`src/rtl/udp_depacketizer_if.sv`:
```
// Stream bundle between the MAC RX FIFO, the UDP depacketizer and the downstream Deserializer.
// The depacketizer uses the slave view; the environment driving rx_* uses the master view.
interface udp_depacketizer_if;
  logic [31:0] rx_data;
  logic        rx_sop;
  logic        rx_eop;
  logic [1:0]  rx_mod;
  logic [5:0]  rx_err;
  logic        rx_dval;
  logic        rx_rdy;
  logic [31:0] out_data;
  logic        out_valid;
  logic        out_ready;
  logic        out_sop;
  logic        out_eop;
  logic        out_err;

  modport master (
    output rx_data, rx_sop, rx_eop, rx_mod, rx_err, rx_dval, out_ready,
    input  rx_rdy, out_data, out_valid, out_sop, out_eop, out_err
  );

  modport slave (
    input  rx_data, rx_sop, rx_eop, rx_mod, rx_err, rx_dval, out_ready,
    output rx_rdy, out_data, out_valid, out_sop, out_eop, out_err
  );
endinterface

```
`src/rtl/udp_depacketizer.sv`:
```
// Parses Ethernet/IPv4/UDP headers from the shift16 MAC RX stream and forwards the UDP payload.
// Optional IPv4 header checksum check: define IP_CSUM_CHECK_EN.
module udp_depacketizer #(
  parameter logic [47:0] local_mac  = 48'h021234566790,
  parameter logic [31:0] local_ip   = 32'h0A000002,
  parameter logic [15:0] local_port = 16'd32179
) (
  input  logic               clk,
  input  logic               rst,
  udp_depacketizer_if.slave  bus,
  output logic               abort,
  output logic [15:0]        good_cnt,
  output logic [15:0]        drop_cnt
);

  typedef enum logic [2:0] {IDLE, HDR, PAYLOAD, TRAIL, DROP} state_t;

  typedef struct packed {
    logic [31:0] data;
    logic        sop;
    logic        eop;
    logic        err;
  } out_beat_t;

  state_t    state, state_nxt;
  out_beat_t obuf, load_beat;
  logic      ovld, load;
  logic      beat, hdr_ok, csum_ok;
  logic      mac_hi_local, mac_hi_bcast;
  logic      first;
  logic      good_inc, abort_nxt;
  logic [1:0]  drop_inc;
  logic [3:0]  widx;
  logic [13:0] pcnt;
  logic [15:0] udp_len;

  assign bus.rx_rdy    = (state == PAYLOAD) ? (~ovld | bus.out_ready) : 1'b1;
  assign beat          = bus.rx_dval & bus.rx_rdy;
  assign udp_len       = bus.rx_data[31:16];
  assign bus.out_data  = obuf.data;
  assign bus.out_sop   = obuf.sop;
  assign bus.out_eop   = obuf.eop;
  assign bus.out_err   = obuf.err;
  assign bus.out_valid = ovld;

`ifdef IP_CSUM_CHECK_EN
  // Running one's-complement sum over w4..w8; each half is folded in with end-around carry.
  logic [15:0] csum, csum_nxt, f1;
  logic [16:0] s1, s2;

  always_comb begin
    s1       = {1'b0, (widx == 4'd4) ? 16'h0000 : csum} + {1'b0, bus.rx_data[31:16]};
    f1       = s1[15:0] + {15'd0, s1[16]};
    s2       = {1'b0, f1} + {1'b0, bus.rx_data[15:0]};
    csum_nxt = s2[15:0] + {15'd0, s2[16]};
    csum_ok  = (csum_nxt == 16'hFFFF);
  end

  always_ff @(posedge clk) begin
    if (rst)                         csum <= 16'h0000;
    else if (beat && state == HDR)   csum <= csum_nxt;
  end
`else
  assign csum_ok = 1'b1;
`endif

  always_comb begin
    hdr_ok = 1'b1;
    case (widx)
      4'd1:    hdr_ok = (mac_hi_local && bus.rx_data == local_mac[31:0]) ||
                        (mac_hi_bcast && bus.rx_data == 32'hFFFFFFFF);
      4'd3:    hdr_ok = (bus.rx_data[15:0] == 16'h0800);
      4'd4:    hdr_ok = (bus.rx_data[31:16] == 16'h4500);
      4'd5:    hdr_ok = (bus.rx_data[13:0] == 14'd0);
      4'd6:    hdr_ok = (bus.rx_data[23:16] == 8'd17);
      4'd8:    hdr_ok = (bus.rx_data == local_ip) && csum_ok;
      4'd9:    hdr_ok = (bus.rx_data[15:0] == local_port);
      4'd10:   hdr_ok = (udp_len >= 16'd12) && (udp_len[1:0] == 2'b00);
      default: hdr_ok = 1'b1;
    endcase
  end

  always_ff @(posedge clk) begin
    if (rst) state <= IDLE;
    else     state <= state_nxt;
  end

  always_comb begin
    state_nxt      = state;
    load           = 1'b0;
    load_beat.data = bus.rx_data;
    load_beat.sop  = first;
    load_beat.eop  = 1'b0;
    load_beat.err  = 1'b0;
    good_inc       = 1'b0;
    drop_inc       = 2'd0;
    abort_nxt      = 1'b0;
    if (beat) begin
      if (bus.rx_sop) begin
        // A new sop restarts parsing from any state; the cut-off frame is counted as dropped.
        if (state == HDR || state == DROP) drop_inc = 2'd1;
        if (state == PAYLOAD) begin
          drop_inc  = 2'd1;
          abort_nxt = 1'b1;
        end
        if (bus.rx_eop) begin
          drop_inc  = drop_inc + 2'd1;
          state_nxt = IDLE;
        end else begin
          state_nxt = HDR;
        end
      end else begin
        case (state)
          HDR: begin
            if (bus.rx_eop) begin
              drop_inc  = 2'd1;
              state_nxt = IDLE;
            end else if (!hdr_ok)       state_nxt = DROP;
            else if (widx == 4'd10)     state_nxt = PAYLOAD;
          end
          PAYLOAD: begin
            load = 1'b1;
            if (pcnt == 14'd1) begin
              load_beat.eop = 1'b1;
              load_beat.err = bus.rx_eop & ((|bus.rx_err) | (|bus.rx_mod));
              good_inc      = ~load_beat.err;
              state_nxt     = bus.rx_eop ? IDLE : TRAIL;
            end else if (bus.rx_eop) begin
              load_beat.eop = 1'b1;
              load_beat.err = 1'b1;
              state_nxt     = IDLE;
            end
          end
          TRAIL: begin
            if (bus.rx_eop) begin
              if (|bus.rx_err) drop_inc = 2'd1;
              state_nxt = IDLE;
            end
          end
          DROP: begin
            if (bus.rx_eop) begin
              drop_inc  = 2'd1;
              state_nxt = IDLE;
            end
          end
          default: ;  // IDLE without sop: leftover of a frame cut by reset
        endcase
      end
    end
  end

  always_ff @(posedge clk) begin
    if (rst) begin
      obuf         <= '0;
      ovld         <= 1'b0;
      abort        <= 1'b0;
      good_cnt     <= 16'd0;
      drop_cnt     <= 16'd0;
      widx         <= 4'd0;
      pcnt         <= 14'd0;
      first        <= 1'b0;
      mac_hi_local <= 1'b0;
      mac_hi_bcast <= 1'b0;
    end else begin
      abort    <= abort_nxt;
      good_cnt <= good_cnt + {15'd0, good_inc};
      drop_cnt <= drop_cnt + {14'd0, drop_inc};
      if (beat && bus.rx_sop) begin
        widx         <= 4'd1;
        mac_hi_local <= (bus.rx_data[15:0] == local_mac[47:32]);
        mac_hi_bcast <= (bus.rx_data[15:0] == 16'hFFFF);
      end else if (beat && state == HDR) begin
        widx <= widx + 4'd1;
      end
      // N = (L-8)/4 = L/4 - 2
      if (beat && state == HDR && widx == 4'd10) begin
        pcnt  <= udp_len[15:2] - 14'd2;
        first <= 1'b1;
      end
      if (load) begin
        obuf  <= load_beat;
        ovld  <= 1'b1;
        first <= 1'b0;
        pcnt  <= pcnt - 14'd1;
      end else if (bus.out_ready) begin
        ovld  <= 1'b0;
      end
    end
  end

endmodule
```
`src/flat_wrapper.sv`:
```
// flat-port wrapper written by rule: the top's interface ports become plain ports
module udp_depacketizer_flat 
#(
  parameter logic [47:0] local_mac  = 48'h021234566790,
  parameter logic [31:0] local_ip   = 32'h0A000002,
  parameter logic [15:0] local_port = 16'd32179
)
  (clk, rst, abort, good_cnt, drop_cnt, bus_rx_data, bus_rx_sop, bus_rx_eop, bus_rx_mod, bus_rx_err, bus_rx_dval, bus_out_ready, bus_rx_rdy, bus_out_data, bus_out_valid, bus_out_sop, bus_out_eop, bus_out_err);
  udp_depacketizer_if bus_i ();
  input  logic clk;
  input  logic rst;
  output logic abort;
  output logic [15:0] good_cnt;
  output logic [15:0] drop_cnt;
  input wire logic [$bits(bus_i.rx_data)-1:0] bus_rx_data;
  input wire logic [$bits(bus_i.rx_sop)-1:0] bus_rx_sop;
  input wire logic [$bits(bus_i.rx_eop)-1:0] bus_rx_eop;
  input wire logic [$bits(bus_i.rx_mod)-1:0] bus_rx_mod;
  input wire logic [$bits(bus_i.rx_err)-1:0] bus_rx_err;
  input wire logic [$bits(bus_i.rx_dval)-1:0] bus_rx_dval;
  input wire logic [$bits(bus_i.out_ready)-1:0] bus_out_ready;
  output wire logic [$bits(bus_i.rx_rdy)-1:0] bus_rx_rdy;
  output wire logic [$bits(bus_i.out_data)-1:0] bus_out_data;
  output wire logic [$bits(bus_i.out_valid)-1:0] bus_out_valid;
  output wire logic [$bits(bus_i.out_sop)-1:0] bus_out_sop;
  output wire logic [$bits(bus_i.out_eop)-1:0] bus_out_eop;
  output wire logic [$bits(bus_i.out_err)-1:0] bus_out_err;
  assign bus_i.rx_data = bus_rx_data;
  assign bus_i.rx_sop = bus_rx_sop;
  assign bus_i.rx_eop = bus_rx_eop;
  assign bus_i.rx_mod = bus_rx_mod;
  assign bus_i.rx_err = bus_rx_err;
  assign bus_i.rx_dval = bus_rx_dval;
  assign bus_i.out_ready = bus_out_ready;
  assign bus_rx_rdy = bus_i.rx_rdy;
  assign bus_out_data = bus_i.out_data;
  assign bus_out_valid = bus_i.out_valid;
  assign bus_out_sop = bus_i.out_sop;
  assign bus_out_eop = bus_i.out_eop;
  assign bus_out_err = bus_i.out_err;
  udp_depacketizer #(.local_mac(local_mac), .local_ip(local_ip), .local_port(local_port)) u_core (.clk(clk), .rst(rst), .bus(bus_i), .abort(abort), .good_cnt(good_cnt), .drop_cnt(drop_cnt));
endmodule
```
`config.mk`:
```
export PLATFORM = sky130hd
export DESIGN_NAME = udp_depacketizer_flat
export DESIGN_NICKNAME = d
export VERILOG_FILES = /design/src/rtl/udp_depacketizer_if.sv /design/src/rtl/udp_depacketizer.sv /design/src/flat_wrapper.sv
export SDC_FILE = /design/constraint.sdc
export NUM_CORES = 1
export LEC_CHECK = 0
export ABC_AREA = 0
export CORE_ASPECT_RATIO = 0.5
export CORE_MARGIN = 2
export CORE_UTILIZATION = 47
export CTS_CLUSTER_DIAMETER = 100
export CTS_CLUSTER_SIZE = 10
export DETAILED_ROUTE_END_ITERATION = 10
export GPL_ROUTABILITY_DRIVEN = 1
export PLACE_DENSITY = 0.77
export SETUP_SLACK_MARGIN = 0.1
export SYNTH_ARGS = -nofsm -noshare
export SYNTH_HDL_FRONTEND = slang
export SYNTH_SLANG_ARGS = --single-unit
```
`constraint.sdc`:
```
create_clock -name clk -period 10.4 [get_ports clk]
set_clock_uncertainty 0.15 [all_clocks]
set_input_delay 3.12 -clock clk [delete_from_list [all_inputs] [get_ports clk]]
set_output_delay 3.12 -clock clk [all_outputs]
set_load 0.02 [all_outputs]
```
# After elaboration in Yosys (flattened, before gate mapping)
# Index checks and enable logic that the tools add are counted.
word_totals:
  register_bits: 93
  latch_bits: 0
  elab_cells: 115
  mem_count: 0
  inputBits: 46
  romBits: 0
  mem_bits_rw: 0
op_classes:
  mul: 0
  shift: 0
  eq_ne: 23
  order_cmp: 1
  n_mux: 40
  reduce_logical: 22
  addsub: 6
  div: 0
  n_bitwise: 8
op_table:
  columns: ["op", "count"]
  rows:
  - ["== test 16 x 15 -> 1 bit, second input constant", 2]
  - ["== test 32 x 28 -> 1 bit, second input constant", 1]
  - ["== test 32 x 30 -> 1 bit, second input constant", 1]
  - ["== test 32 bit, second input constant", 1]
  - ["two-way mux 14 bit", 2]
  - ["two-way mux 2 bit", 12]
  - ["two-way mux 3 bit", 6]
  - ["two-way mux 1 bit", 17]
  - ["adder 16 x 1 -> 16 bit", 1]
  - ["adder 16 x 2 -> 16 bit", 1]
  - ["== test 16 x 10 -> 1 bit, second input constant", 1]
  - ["== test 16 x 12 -> 1 bit, second input constant", 1]
  - ["== test 16 bit, second input constant", 1]
  - ["greater-or-equal comparator 16 x 4 -> 1 bit, second input constant", 1]
  - ["== test 14 x 1 -> 1 bit, second input constant", 1]
  - ["logical NOT 14 bit", 1]
  - ["subtractor 14 x 1 -> 14 bit, second input constant", 1]
  - ["subtractor 14 x 2 -> 14 bit, second input constant", 1]
  - ["== test 4 x 3 -> 1 bit, second input constant", 3]
  - ["== test 4 bit, second input constant", 3]
  - ["OR reduction 2 bit", 5]
  - ["one-hot mux 3 bit (3 select lines)", 1]
  - ["== test 8 x 5 -> 1 bit, second input constant", 1]
  - ["one-hot mux 1 bit (8 select lines)", 1]
  - ["20 further kinds", 34]

# Longest topological paths before layout
logic_depth:
  word_depth: 11
  depth_mapped: 16
  mapped_depth_nobuf: 14

# Worst setup path before layout
# No wires, ideal clock.
synth_timing:
  path_type: "input to output"
  from: "input port bus_out_ready"
  to: "output port bus_rx_rdy"
  stages: 2
  required_time_ns: 7.130
  path_slack_ns: 3.512
  t_arrival_ns: 3.618
  n_path_buf: 0
  path_cell_list: "nand2b_1 -> or2_2"
synth_between:
  elab_chain_len: 2
synth_lines:
  columns: ["item", "line", "source"]
  rows:
  - ["from (decl)", "flat_wrapper.sv:21", "input wire logic [$bits(bus_i.out_ready)-1:0] bus_out_ready;"]
  - ["bitwise OR 1 bit", "udp_depacketizer.sv:37", "assign bus.rx_rdy = (state == PAYLOAD) ? (~ovld | bus.out_ready) : 1'b1;"]
  - ["two-way mux 1 bit", "udp_depacketizer.sv:37", null]
  - ["to (decl)", "flat_wrapper.sv:22", "output wire logic [$bits(bus_i.rx_rdy)-1:0] bus_rx_rdy;"]
# No other way between the ends.

# Worst setup path after layout
# Same ends and word-level chain as after synthesis.

==> results_dict.tcl <==
set metrics [dict create \
    max_slew_margin_pct 35.9 \
    die-height_um 75.1 \
    cts_tree "done" \
    numClockSinks 93 \
    ir_worst_vdd_uv 81.7 \
    ys_seq_area_share_pct 39.2 \
    std_cell_rows 25 \
    reg2reg_depth 11 \
    grt-ovfl-total 0 \
    drive_above_1_share_pct 6.25 \
    nNetsFinal 742 \
    syn2layout_area_growth_pct 30.1 \
    post-route-period-util_pct 74.9 \
    final.setup.tns_ns 0 \
    drtPass1Iterations 5 \
    leakage_nw 2.09 \
    layout_common_cells "114 x clkdlybuf4s50_1, 98 x nand2_1, 93 x dfxtp_1" \
    antenna_found_initial 0 \
    grt_start_max_net_pins 94 \
    ant_nets 0 \
    path_delay_family "buffers and inverters" \
    cp.depth 4 \
    min_delay_path_depth 2 \
    crit_path_frequent_cell "clkdlybuf4s50_1" \
    synth_cell_types 71 \
    crit_fanout 3 \
    critPathSlowestCell "clkdlybuf4s50_1" \
    ys_ff_latch 93 \
    via_count 4484 \
    max_stage_delay_ns 0.54 \
    antenna_cells 0 \
    hold_path_class "flip-flop to flip-flop" \
    outcome "completed" \
    drcViolationCount 0 \
    synth_area_per_cell_um2 8.07 \
    dieArea_um2 11000 \
    setup.worst_path.end_class "output port" \
    start_kind "primary input" \
    slew_viol_final 0 \
    finalCriticalPeriod_ns 7.79 \
    clkSlewWorstSetupHoldPaths_ns 0.06 \
    grt_pass1_wl_um 19900 \
    required_ns 7.13 \
    cts_max_level 3 \
    rsz0062_at_grt "false" \
    tightest_slew_ns 0.962 \
    die_w_um 146 \
    hold_violations 0 \
    yosysWarnings 0 \
    cts_hold_buffers 0 \
    ctsRootBufferMaster "clkbuf_16" \
    cts_resized 0 \
    syn-num-nets 647 \
    worstSetupPathType "primary input to output port" \
    ioPinCount 116 \
    hpwlAfterDp_um 8350 \
    fmax_mhz 128 \
    drt_iter0_markers 253 \
    via_per_inst 5.45 \
    grt_use_total_pct 22.5 \
    max-cap-violations 0 \
    routabilityCongestion 0.895 \
    wl_per_cell_um 14.5 \
    path_cells "clkdlybuf4s50_1 > nand2b_1 > or2_2 > clkdlybuf4s50_1" \
    postSynthCellCount 588 \
    synth_ff_type "dfxtp_1" \
    layout_commonest_cell "clkdlybuf4s50_1" \
    grt_pass1_vias 4116 \
    synth_edf_count 0 \
    worstPathArrival_ns 4.52 \
    async_flop_share_pct 0 \
    path_buf_inv 2 \
    total_power_w 0.000739 \
    finalWirelength_um 12000 \
    synth_area_um2 4750 \
    setup-violations-final 0 \
    post-cts-setup-buffers 0 \
    insertion_delay_ns 0.34 \
    numCtsBuffers 9 \
    power_density_nw_per_um2 120 \
    portBuffers 115 \
    core_area_um2 9630 \
    start_util_pct 49.3 \
    cts_buffer_depth 2 \
]
-- final cells by class --
type | instances | area, um^2
multi-input combinational | 449 | 2660
clock inverter | 5 | 43.8
tap | 135 | 169
sequential | 93 | 1860
inverter | 12 | 45.0
clock buffer | 11 | 233
timing repair buffer | 118 | 1170
fill | 868 | 3460
-- cell families after synthesis --
family	count (synthesis)	share of synthesized area, %
AOI/OAI and AO/OA	108	14.3
xor gates and xnor gates	35	6.46
adders and majority gates	13	3.58
buffers and inverters	46	4.85
DFF	93	39.2
muxes	3	0.764
and+or+nand+nor	290	30.8
-- worst reg2reg max path, cell delays in order, from the launching register on --
cell      delay, ns
dfxtp_1        0.37
or4_1          0.61
nor3_1         0.30
nand4_1        0.28
a211oi_1       0.30
ha_1           0.22
ha_1           0.24
nand2_1        0.14
nor2_1         0.19
nand4_1        0.13
xor2_1         0.15
nor2_1         0.05
-- stage by stage --
step / setup slack, ns / instances / cell area (um^2) / hold slack, ns / util, %
2_1_floorplan: 3.51 / 588 / 4750 / 0.277 / -
3_3_place_gp: 2.62 / 807 / 5900 / 0.287 / 61.2
4_1_cts: 2.60 / 823 / 6180 / 0.305 / 64.1
3_5_place_dp: 2.60 / 807 / 5900 / 0.294 / 61.2
5_1_grt: 2.55 / 823 / 6180 / 0.322 / 64.1
6_report: 2.61 / 823 / 6180 / 0.302 / 64.1
-- power breakdown --
part | switching (W) | internal, W | total, W
combinational | 0.0000361 | 0.0000307 | 0.0000668
clock | 0.000145 | 0.000165 | 0.000310
sequential | 0.00000285 | 0.000359 | 0.000362
-- metal layers --
layer | global-route usage, % | vias up | part of all wire (%)
met2 | 37.2 | 124 | 45
met3 | 7.09 | 7 | 7.0
met4 | 6.90 | 0 | 0.80
met1 | 28.9 | 2093 | 47
li1 | - | 2260 | -
met5 | 0 | - | 0
-- cells in the mapped netlist, drive strengths merged (2+ instances only) --
master	count	area, um^2
nor2b	8	50.1
or2	3	18.8
inv	12	45.0
and2	3	18.8
xnor2	14	123
or2b	3	25.0
or4	5	45.0
nor2	58	218
o41ai	2	36.3
and3	11	71.3
clkbuf	24	121
o2bb2ai	3	32.5
a2111oi	2	17.5
xor2	21	184
o32ai	2	17.5
o21a	2	15.0
nand2	98	368
o22ai	3	18.8
nor4	11	75.1
a21oi	59	295
o311ai	3	26.3
buf	9	53.8
nor4b	2	17.5
mux2	2	26.3
dfxtp	93	1860
nand4	23	144
nor3	18	106
a31oi	7	43.8
o21ai	11	58.8
nand3	21	115
or3	12	77.6
ha	12	150
a211oi	2	15.0
o211ai	4	30.0
nand2b	4	25.0
nor3b	4	30.0
-- final timing paths --
| path | from | to | slack (ns) |
|---|---|---|---|
| worst min register to register | u_core.first$_SDFFE_PP0P_ | u_core.bus.out_sop$_SDFFE_PP0P_ | 0.30 |
| worst min-delay path | u_core.first$_SDFFE_PP0P_ | u_core.bus.out_sop$_SDFFE_PP0P_ | 0.30 |
| worst max register to register | u_core.pcnt[7]$_SDFFE_PP0P_ | u_core.good_cnt[14]$_SDFF_PP0_ | 7.14 |
| worst max-delay path | bus_out_ready | bus_rx_rdy | 2.61 |
-- flip-flops by register name (all words and copies together), names as in the netlist --
name and count:
u_core.abort 1, u_core.drop_cnt 16, u_core.bus.out_data 32, u_core.first 1, u_core.mac_hi_local 1, u_core.mac_hi_bcast 1, u_core.state 3, u_core.bus.out_sop 1
u_core.widx 4, u_core.bus.out_eop 1, u_core.pcnt 14, u_core.bus.out_err 1, u_core.good_cnt 16, u_core.bus.out_valid 1
Note: power is estimated with default switching activity, not from simulation.
